$ cat config.mk
export PLATFORM = sky130hd
export DESIGN_NAME = dmem_stage_flat
export DESIGN_NICKNAME = d
export VERILOG_FILES = /design/src/rtl/dmem_stage_if.sv /design/src/rtl/dmem_stage.sv /design/src/flat_wrapper.sv
export SDC_FILE = /design/constraint.sdc
export NUM_CORES = 2
export LEC_CHECK = 0
export ABC_CLOCK_PERIOD_IN_PS = 7300
export BUFFER_PORTS_ARGS = -buffer_cell sky130_fd_sc_hd__buf_2
export CAP_MARGIN = 25
export CORE_ASPECT_RATIO = 0.75
export CORE_MARGIN = 1
export CORE_UTILIZATION = 30
export DETAILED_ROUTE_END_ITERATION = 12
export GPL_ROUTABILITY_DRIVEN = 0
export PLACE_DENSITY = 0.5
export SLEW_MARGIN = 10
export SYNTH_ARGS = -nofsm -noshare
export SYNTH_HDL_FRONTEND = slang
export SYNTH_SLANG_ARGS = --single-unit
$ cat constraint.sdc
create_clock -name CLK -period 7.3 [get_ports CLK]
set_clock_uncertainty 0.15 [all_clocks]
set_input_delay 1.46 -clock CLK [delete_from_list [all_inputs] [get_ports CLK]]
set_output_delay 1.46 -clock CLK [all_outputs]
set_load 0.01 [all_outputs]
$ cat src/rtl/dmem_stage_if.sv
// Request/response bundle between the LEGv8 datapath and the data-memory stage.
// master drives requests and takes responses; slave is the memory stage.
interface dmem_stage_if;
    logic        req_valid;
    logic        req_ready;
    logic        MemRead;
    logic        MemWrite;
    logic [63:0] Address;
    logic [63:0] WriteData;
    logic        resp_valid;
    logic        resp_ready;
    logic [63:0] ReadData;
    logic        resp_err;

    modport master (
        output req_valid, MemRead, MemWrite, Address, WriteData, resp_ready,
        input  req_ready, resp_valid, ReadData, resp_err
    );

    modport slave (
        input  req_valid, MemRead, MemWrite, Address, WriteData, resp_ready,
        output req_ready, resp_valid, ReadData, resp_err
    );
endinterface

$ cat src/rtl/dmem_stage.sv
// LDUR/STUR doubleword memory stage, one request in flight, LATENCY edges to response.
// Holds in RESP while resp_ready is low; DMEM_MISALIGN_TRAP_EN makes Address[2:0]!=0 an error.
module dmem_stage #(
    parameter int DEPTH   = 32,
    parameter int LATENCY = 2
) (
    input  logic         CLK,
    input  logic         resetl,
    dmem_stage_if.slave  bus
);

    localparam int IW = $clog2(DEPTH);
    localparam int CW = (LATENCY > 1) ? $clog2(LATENCY) : 1;

    typedef enum logic [1:0] {IDLE, BUSY, RESP} state_t;

    state_t        state, state_nxt;
    logic [CW-1:0] cnt, cnt_nxt;

    logic          cap_rd, cap_wr;
    logic [63:0]   cap_addr, cap_wdat;
    logic [63:0]   rdata, rdata_nxt;
    logic          err, err_nxt;

    logic          accept, do_access;
    logic          acc_rd, acc_wr, acc_err, mem_we;
    logic [63:0]   acc_addr, acc_wdat;
    logic [IW-1:0] acc_idx;

    logic [63:0]   mem [DEPTH];

    assign bus.req_ready  = (state == IDLE);
    assign bus.resp_valid = (state == RESP);
    assign bus.ReadData   = rdata;
    assign bus.resp_err   = err;

    assign accept = (state == IDLE) && bus.req_valid;

    // Live inputs only matter for LATENCY==1, where the access happens on the accept edge.
    always_comb begin
        acc_rd   = cap_rd;
        acc_wr   = cap_wr;
        acc_addr = cap_addr;
        acc_wdat = cap_wdat;
        if (state == IDLE) begin
            acc_rd   = bus.MemRead;
            acc_wr   = bus.MemWrite;
            acc_addr = bus.Address;
            acc_wdat = bus.WriteData;
        end
    end

    assign acc_idx = acc_addr[3 +: IW];

`ifdef DMEM_MISALIGN_TRAP_EN
    assign acc_err = (|acc_addr[63:IW+3]) || (acc_rd == acc_wr) || (|acc_addr[2:0]);
`else
    logic unused_lo;
    assign unused_lo = ^acc_addr[2:0];
    assign acc_err = (|acc_addr[63:IW+3]) || (acc_rd == acc_wr);
`endif

    assign mem_we    = do_access && acc_wr && !acc_err;
    assign rdata_nxt = (acc_rd && !acc_err) ? mem[acc_idx] : 64'd0;
    assign err_nxt   = acc_err;

    always_comb begin
        state_nxt = state;
        cnt_nxt   = cnt;
        do_access = 1'b0;
        case (state)
            IDLE: begin
                if (bus.req_valid) begin
                    cnt_nxt = CW'(LATENCY - 1);
                    if (LATENCY == 1) begin
                        do_access = 1'b1;
                        state_nxt = RESP;
                    end else begin
                        state_nxt = BUSY;
                    end
                end
            end
            BUSY: begin
                if (cnt == '0) begin
                    do_access = 1'b1;
                    state_nxt = RESP;
                end else begin
                    cnt_nxt = cnt - CW'(1);
                end
            end
            RESP: begin
                if (bus.resp_ready) state_nxt = IDLE;
            end
            default: state_nxt = IDLE;
        endcase
    end

    always_ff @(posedge CLK or negedge resetl) begin
        if (!resetl) begin
            state    <= IDLE;
            cnt      <= '0;
            cap_rd   <= 1'b0;
            cap_wr   <= 1'b0;
            cap_addr <= '0;
            cap_wdat <= '0;
            rdata    <= '0;
            err      <= 1'b0;
        end else begin
            state <= state_nxt;
            cnt   <= cnt_nxt;
            if (accept) begin
                cap_rd   <= bus.MemRead;
                cap_wr   <= bus.MemWrite;
                cap_addr <= bus.Address;
                cap_wdat <= bus.WriteData;
            end
            if (do_access) begin
                rdata <= rdata_nxt;
                err   <= err_nxt;
            end
        end
    end

    // Array has no reset; an async reset in BUSY forces IDLE so the pending store never fires.
    always_ff @(posedge CLK) begin
        if (mem_we) mem[acc_idx] <= acc_wdat;
    end

endmodule

$ cat src/flat_wrapper.sv
// flat-port wrapper written by rule: the top's interface ports become plain ports
module dmem_stage_flat 
#(
    parameter int DEPTH   = 32,
    parameter int LATENCY = 2
)
  (CLK, resetl, bus_req_valid, bus_MemRead, bus_MemWrite, bus_Address, bus_WriteData, bus_resp_ready, bus_req_ready, bus_resp_valid, bus_ReadData, bus_resp_err);
  dmem_stage_if bus_i ();
  input  logic CLK;
  input  logic resetl;
  input wire logic [$bits(bus_i.req_valid)-1:0] bus_req_valid;
  input wire logic [$bits(bus_i.MemRead)-1:0] bus_MemRead;
  input wire logic [$bits(bus_i.MemWrite)-1:0] bus_MemWrite;
  input wire logic [$bits(bus_i.Address)-1:0] bus_Address;
  input wire logic [$bits(bus_i.WriteData)-1:0] bus_WriteData;
  input wire logic [$bits(bus_i.resp_ready)-1:0] bus_resp_ready;
  output wire logic [$bits(bus_i.req_ready)-1:0] bus_req_ready;
  output wire logic [$bits(bus_i.resp_valid)-1:0] bus_resp_valid;
  output wire logic [$bits(bus_i.ReadData)-1:0] bus_ReadData;
  output wire logic [$bits(bus_i.resp_err)-1:0] bus_resp_err;
  assign bus_i.req_valid = bus_req_valid;
  assign bus_i.MemRead = bus_MemRead;
  assign bus_i.MemWrite = bus_MemWrite;
  assign bus_i.Address = bus_Address;
  assign bus_i.WriteData = bus_WriteData;
  assign bus_i.resp_ready = bus_resp_ready;
  assign bus_req_ready = bus_i.req_ready;
  assign bus_resp_valid = bus_i.resp_valid;
  assign bus_ReadData = bus_i.ReadData;
  assign bus_resp_err = bus_i.resp_err;
  dmem_stage #(.DEPTH(DEPTH), .LATENCY(LATENCY)) u_core (.CLK(CLK), .resetl(resetl), .bus(bus_i));
endmodule
# --- Word level (Yosys, flattened, before mapping) ---
# Memory sizes are Yosys's and may differ from the RTL's.
# Index checks and enable logic that the tools add are counted.
classes:
  addsub: 1
  eq_ne: 6
  muxes: 16
  n_reduce_logical: 11
ops:
  columns: ["op", "n"]
  rows:
  - ["2-to-1 mux 64 bit", 3]
  - ["OR reduction 56 bit", 1]
  - ["2-to-1 mux 1 bit", 8]
  - ["2-to-1 mux 2 bit", 3]
  - ["inequality test 2 bit, second input constant", 3]
  - ["one-hot mux 2 bit (3 select lines)", 1]
  - ["logical AND 1 bit", 4]
  - ["AND reduction 3 bit", 1]
  - ["== test 2 x 1 -> 1 bit, second input constant", 1]
  - ["== test 2 bit, second input constant", 1]
  - ["logical NOT 2 bit", 1]
  - ["one-hot mux 1 bit (2 select lines)", 1]
  - ["AND reduction 2 bit", 1]
  - ["nonzero test 2 bit", 1]
  - ["== test 1 bit", 1]
  - ["logical NOT 1 bit", 1]
  - ["logical OR 1 bit", 1]
  - ["subtractor 1 bit, second input constant", 1]
totals:
  register_bits: 198
  mem_bits_rw: 2048
  output_inout_bits: 67
  word_cells: 43
  n_memories: 1
memory_table:
  columns: ["name", "depth", "word_bits", "rd", "rd_ports_with_merged_regs", "wr", "line", "source"]
  rows:
  - ["u_core.mem", 32, 64, 1, 0, 1, "dmem_stage.sv:30", "logic [63:0] mem [DEPTH];"]

# --- Logic depth before layout (Yosys ltp) ---
depth:
  depth_word: 8
  mapped_depth: 13

# --- Worst setup path after synthesis ---
# OpenSTA, ideal clock, no wires.
synth_path:
  path_kind: "input-to-reg"
  start: "input bus_Address[57]"
  end: "memory u_core.mem[8][0] (enable)"
  arrival_time_ns: 5.368
  t_required_ns: 6.663
  path_slack_ns: 1.295
  stages: 8
  n_path_buf: 1
  path_cell_list: "nor4_1 nand4_1 nor3_1 o221ai_1 a21o_1 nand2b_1 clkbuf_1 nor2_1"
synth_via:
  elab_chain_len: 7
synth_rtl:
  columns: ["element", "line", "source"]
  rows:
  - ["start, declared", "flat_wrapper.sv:14", "input wire logic [$bits(bus_i.Address)-1:0] bus_Address;"]
  - ["2-to-1 mux 64 bit", "dmem_stage.sv:45", "if (state == IDLE) begin"]
  - ["OR reduction 56 bit", "dmem_stage.sv:60", "assign acc_err = (|acc_addr[63:IW+3]) || (acc_rd == acc_wr);"]
  - ["logical OR 1 bit", "dmem_stage.sv:60", null]
  - ["logical NOT 1 bit", "dmem_stage.sv:63", "assign mem_we = do_access && acc_wr && !acc_err;"]
  - ["logical AND 1 bit", "dmem_stage.sv:63", null]
  - ["2-to-1 mux 1 bit", "dmem_stage.sv:126", "if (mem_we) mem[acc_idx] <= acc_wdat;"]
  - ["2-to-1 mux 1 bit (not written as such)", "dmem_stage.sv:126", null]
  - ["end, declared", "dmem_stage.sv:30", null]
# Every way passes these cells.

# --- Worst setup path in the final report ---
layout_path:
  start: "register u_core.state[0]"
  end: "memory u_core.mem[1][49] (enable)"
layout_via:
  elab_chain_len: 8
layout_rtl:
  columns: ["element", "line", "source"]
  rows:
  - ["start, declared", "dmem_stage.sv:17", "state_t state, state_nxt;"]
  - ["start signal, assigned", "dmem_stage.sv:109", "state <= state_nxt;"]
  - ["logical NOT 2 bit", "dmem_stage.sv:45", null]
  - ["2-to-1 mux 64 bit / 2-to-1 mux 1 bit (equally long branches)", "dmem_stage.sv:45", null]
  - ["OR reduction 56 bit / == test 1 bit (equally long branches)", "dmem_stage.sv:60", null]
  - ["logical OR 1 bit", "dmem_stage.sv:60", null]
  - ["logical NOT 1 bit", "dmem_stage.sv:63", null]
  - ["logical AND 1 bit", "dmem_stage.sv:63", null]
  - ["2-to-1 mux 1 bit", "dmem_stage.sv:126", null]
  - ["2-to-1 mux 1 bit (not written as such)", "dmem_stage.sv:126", null]
# Parallel ways exist; a longest one is shown, timed or not.

==> run summary <==
Result of the run - completed
Start point of the worst hold path - u_core.bus.ReadData[32]$_DFFE_PN0P_
Post-CTS setup repair buffer count - 0
Commonest cells post-synth - sky130_fd_sc_hd__edfxtp_1 (2048), sky130_fd_sc_hd__o22ai_1 (1012), sky130_fd_sc_hd__nand2_1 (285)
Die area - 277000 um2
Slowest stage cell, crit path - sky130_fd_sc_hd__nor2_4
Number of antenna violations at the first check in global routing - 25
End of the critical path - u_core.mem[1][49]$_DFFE_PP_
Net Switching - 13700 uW
Critical Setup Path Class - reg -> reg
Count of different cell masters after synthesis - 44
Remaining DRCs - 0
Total number of H-tree levels - 4
Yosys warning total - 0
Register bit total from synthesis - 2243
Count of boundary I/O pins - 201
Routed wire per std cell - 27.9 um
Pleak - 0.0307 uW
Worst-Margin Slew - 1.08 ns
Area of combinational cells with multiple inputs - 14500 um2
Count of buffers inserted at the top-level ports - 197
Clock insertion delay at the later pin of the skew report - 0.90 ns
Maximum number of pins on one net before global-route repair - 150
Fill cell count - 25.8k
Fraction of power spent switching nets - 34.3%
Synth-to-Final Area Change - 16.2%
Maximum capacitance violations - 0
Highest routed layer - met5
Total half-perimeter wirelength after legalization and detailed placement - 132000 um
Global Route Usage Sum - 17.5%
Total count of hold-check failures in the final report - 0
Data arrival at the endpoint of the critical path - 5.29 ns
Starting density of the core - 30.2%
TritonCTS Sinks - 2243
Row Count - 166
TritonCTS clock tree - yes
Final Critical Period - 4.95 ns
Synth top area share - 74.7%
Post-layout nets - 5280
Crit path max fanout - 40
Longest Clk Path Bufs - 4
Number of violations reported at the end of detailed-routing iteration 0 - 5168
Period utilisation layout - 67.8%
Most used DFF post-synth - sky130_fd_sc_hd__edfxtp_1
Pwr dens - 417 nW/um2
Max-slew headroom at the worst pin - 27.9%
Via count of the first global-routing pass - 46.3k
Met2 WL post-DR - 118000 um
Total of cells resized after clock tree synthesis - 0
CTS Hold Buffers Added - 0
Via count - 47.7k
Number of pins exceeding their max-slew limit in the final report - 0
Std-Cell Core Area - 273000 um2
Vert. Die Dim - 456 um
Worst reg-to-reg setup slack - 2.35 ns
Wire length of the first global-routing pass - 351000 um
Library cell with the highest instance count after synthesis - sky130_fd_sc_hd__edfxtp_1
Cell breakdown of the critical path - or2_4 -> inv_4 -> buf_4 -> mux2i_4 -> nand2b_1 -> nor2_4 -> buf_4
Register area share after synthesis - 80.6%
Number of flops mapped to enable cells by yosys - 2048
Clock Tree Root - sky130_fd_sc_hd__clkbuf_16
Fraction of the core area covered by cells at the end of the flow - 35.1%
Internal portion of total power - 26200 uW
Fraction of final layout cells sized beyond drive strength 1 - 17.3%
Remaining Overflow, GRT - 0
Cell with the most instances on the worst path - sky130_fd_sc_hd__buf_4
Average cell area after synthesis - 16.8 um2
Critical path startpoint category - register
Comb power frac - 29.7%
DR pass1 iterations - 5
Post-Synthesis Cells - 4887
Largest cells by area after synthesis - sky130_fd_sc_hd__edfxtp_1 (75%), sky130_fd_sc_hd__o22ai_1 (7.7%), sky130_fd_sc_hd__dfrtp_1 (5.9%), sky130_fd_sc_hd__mux2_2 (1.7%), sky130_fd_sc_hd__nor3_1 (1.7%)
Sequential share of power - 42.5%
Clock buffer count from CTS - 221
Post-synthesis instance area - 82300 um2
Worst endpoint required time - 7.64 ns
Area leader, netlist - sky130_fd_sc_hd__edfxtp_1
Final wirelength - 250000 um
Worst ir drop on vdd - 0.494 mV
Startpoint of the worst setup timing path - u_core.state[0]$_DFFE_PN0P_
CP Capture Type - register
Reg2reg start - u_core.state[0]$_DFFE_PN0P_
Final count of negative-setup-slack endpoints - 0
Path type of the worst min-delay path - reg -> reg
Clock network fraction of total power - 27.8%
Cell depth of the worst flop-to-flop path - 7
Number of nets with antenna violations after routing - 0
Via-per-instance ratio - 5.34
Async set-or-reset flop fraction in the synthesized netlist - 8.69%
Nets in the synthesized netlist - 5021
Clock-pin slew on the worst setup and hold paths - 0.06 ns
Peak clock frequency supported by timing - 0.202 GHz
Register cell area after layout - 66400 um2
Worst R2R End - u_core.mem[1][49]$_DFFE_PP_
Sum of negative setup slack - 0 ns
RSZ-0062 raised after global routing - no
Routed met1 length - 112000 um
Die X-Extent - 607 um
Met3 Routed Length - 15900 um
Max incr delay on CP - 0.88 ns
worst min-delay path by stage:
stage | end | cells after the start
after global placement | u_core.bus.ReadData[58]$_DFFE_PN0P_ | 2
after global routing | u_core.bus.ReadData[59]$_DFFE_PN0P_ | 2
after detailed placement | u_core.bus.ReadData[58]$_DFFE_PN0P_ | 2
after CTS | u_core.bus.ReadData[32]$_DFFE_PN0P_ | 2
after floorplan | u_core.cap_wdat[37]$_DFFE_PN0P_ | 1
final | u_core.bus.ReadData[32]$_DFFE_PN0P_ | 2
cell families (layout without fill, tap and decap cells):
| group | after synthesis | after routing | share of synthesized area [%] |
|---|---|---|---|
| other cells | 0 | 3 | 0 |
| xor+xnor | 1 | 1 | 0.0106 |
| simple gates | 738 | 738 | 4.15 |
| mux | 129 | 129 | 1.76 |
| flops | 2243 | 2243 | 80.6 |
| compound gates | 1437 | 1437 | 11.3 |
| buf+inv | 339 | 775 | 2.16 |
registers in the layout, indices dropped and copies added, names as in the netlist:
register and count:
u_core.cap_rd 1, u_core.cap_wdat 64, u_core.cap_addr 61, u_core.cnt 1, u_core.bus.resp_err 1, u_core.cap_wr 1
u_core.mem 2048, u_core.state 2, u_core.bus.ReadData 64
power groups by stage:
| stage | Combinational (uW) | Sequential [uW] | Clock (uW) |
|---|---|---|---|
| finish | 11800 | 16900 | 11100 |
| global route | 12700 | 17000 | 11800 |
| global placement | 11000 | 17300 | 0 |
| floorplan | 6940 | 17200 | 0 |
| CTS | 11400 | 17000 | 11300 |
| detailed placement | 11300 | 17300 | 0 |
stage by stage:
step	hold slack, ns	cells	area, um2	setup WS (ns)	power [uW]
final	0.324	8938	95700	2.35	39900
after global routing	0.354	8936	95700	2.15	41400
after CTS	0.331	8903	95000	2.31	39700
after detailed placement	0.313	8503	88100	1.59	28600
after global placement	0.312	8493	87900	1.52	28300
after floorplan	0.331	4887	82300	1.30	24100
layer usage:
layer,vias to the layer above,global-route usage [%]
li1,20600,-
met1,25100,25.6
met2,1705,27.9
met3,312,2.43
met4,20,3.19
met5,-,0
layout by cell type, fill, tap and decap left out, types with 3 or more instances in the layout:
master and n:
sky130_fd_sc_hd__a221oi_1 8, sky130_fd_sc_hd__a22o_1 8, sky130_fd_sc_hd__a31oi_4 3, sky130_fd_sc_hd__buf_12 35
sky130_fd_sc_hd__buf_16 15, sky130_fd_sc_hd__buf_2 196, sky130_fd_sc_hd__buf_4 97, sky130_fd_sc_hd__buf_8 24
sky130_fd_sc_hd__bufinv_16 15, sky130_fd_sc_hd__clkbuf_1 51, sky130_fd_sc_hd__clkbuf_16 224, sky130_fd_sc_hd__clkbuf_8 14
sky130_fd_sc_hd__clkinv_1 46, sky130_fd_sc_hd__clkinv_2 36, sky130_fd_sc_hd__clkinv_4 3, sky130_fd_sc_hd__clkinvlp_4 5
sky130_fd_sc_hd__dfrtp_1 195, sky130_fd_sc_hd__diode_2 3, sky130_fd_sc_hd__edfxtp_1 2048, sky130_fd_sc_hd__inv_1 4
sky130_fd_sc_hd__inv_16 5, sky130_fd_sc_hd__mux2_2 127, sky130_fd_sc_hd__nand2_1 284, sky130_fd_sc_hd__nand2b_1 9
sky130_fd_sc_hd__nand4_1 69, sky130_fd_sc_hd__nor2_1 22, sky130_fd_sc_hd__nor2_4 39, sky130_fd_sc_hd__nor3_1 275
sky130_fd_sc_hd__nor4_1 27, sky130_fd_sc_hd__o21a_4 3, sky130_fd_sc_hd__o21ai_0 141, sky130_fd_sc_hd__o21ai_1 186
sky130_fd_sc_hd__o22ai_1 1012, sky130_fd_sc_hd__o41ai_2 63, sky130_fd_sc_hd__or2_2 3
area by class of cell:
class / instances / share of cell area [%]
diodes: 3 / 0.00785
clock buffers: 287 / 6.21
clock inverters: 113 / 1.05
inverters: 5 / 0.0222
multi-input cells: 2305 / 15.2
flip-flops and latches: 2243 / 69.4
well taps: 3612 / 4.72
repair buffers: 370 / 3.39
worst max-delay path: cells and delay by family, from the launching register on:
family,cells,cell delay [ns]
flip-flops,1,0.48
buffers and inverters,3,1.42
AND/OR/NAND/NOR,3,1.82
multiplexers,1,0.67
(Power assumes the default switching activity.)
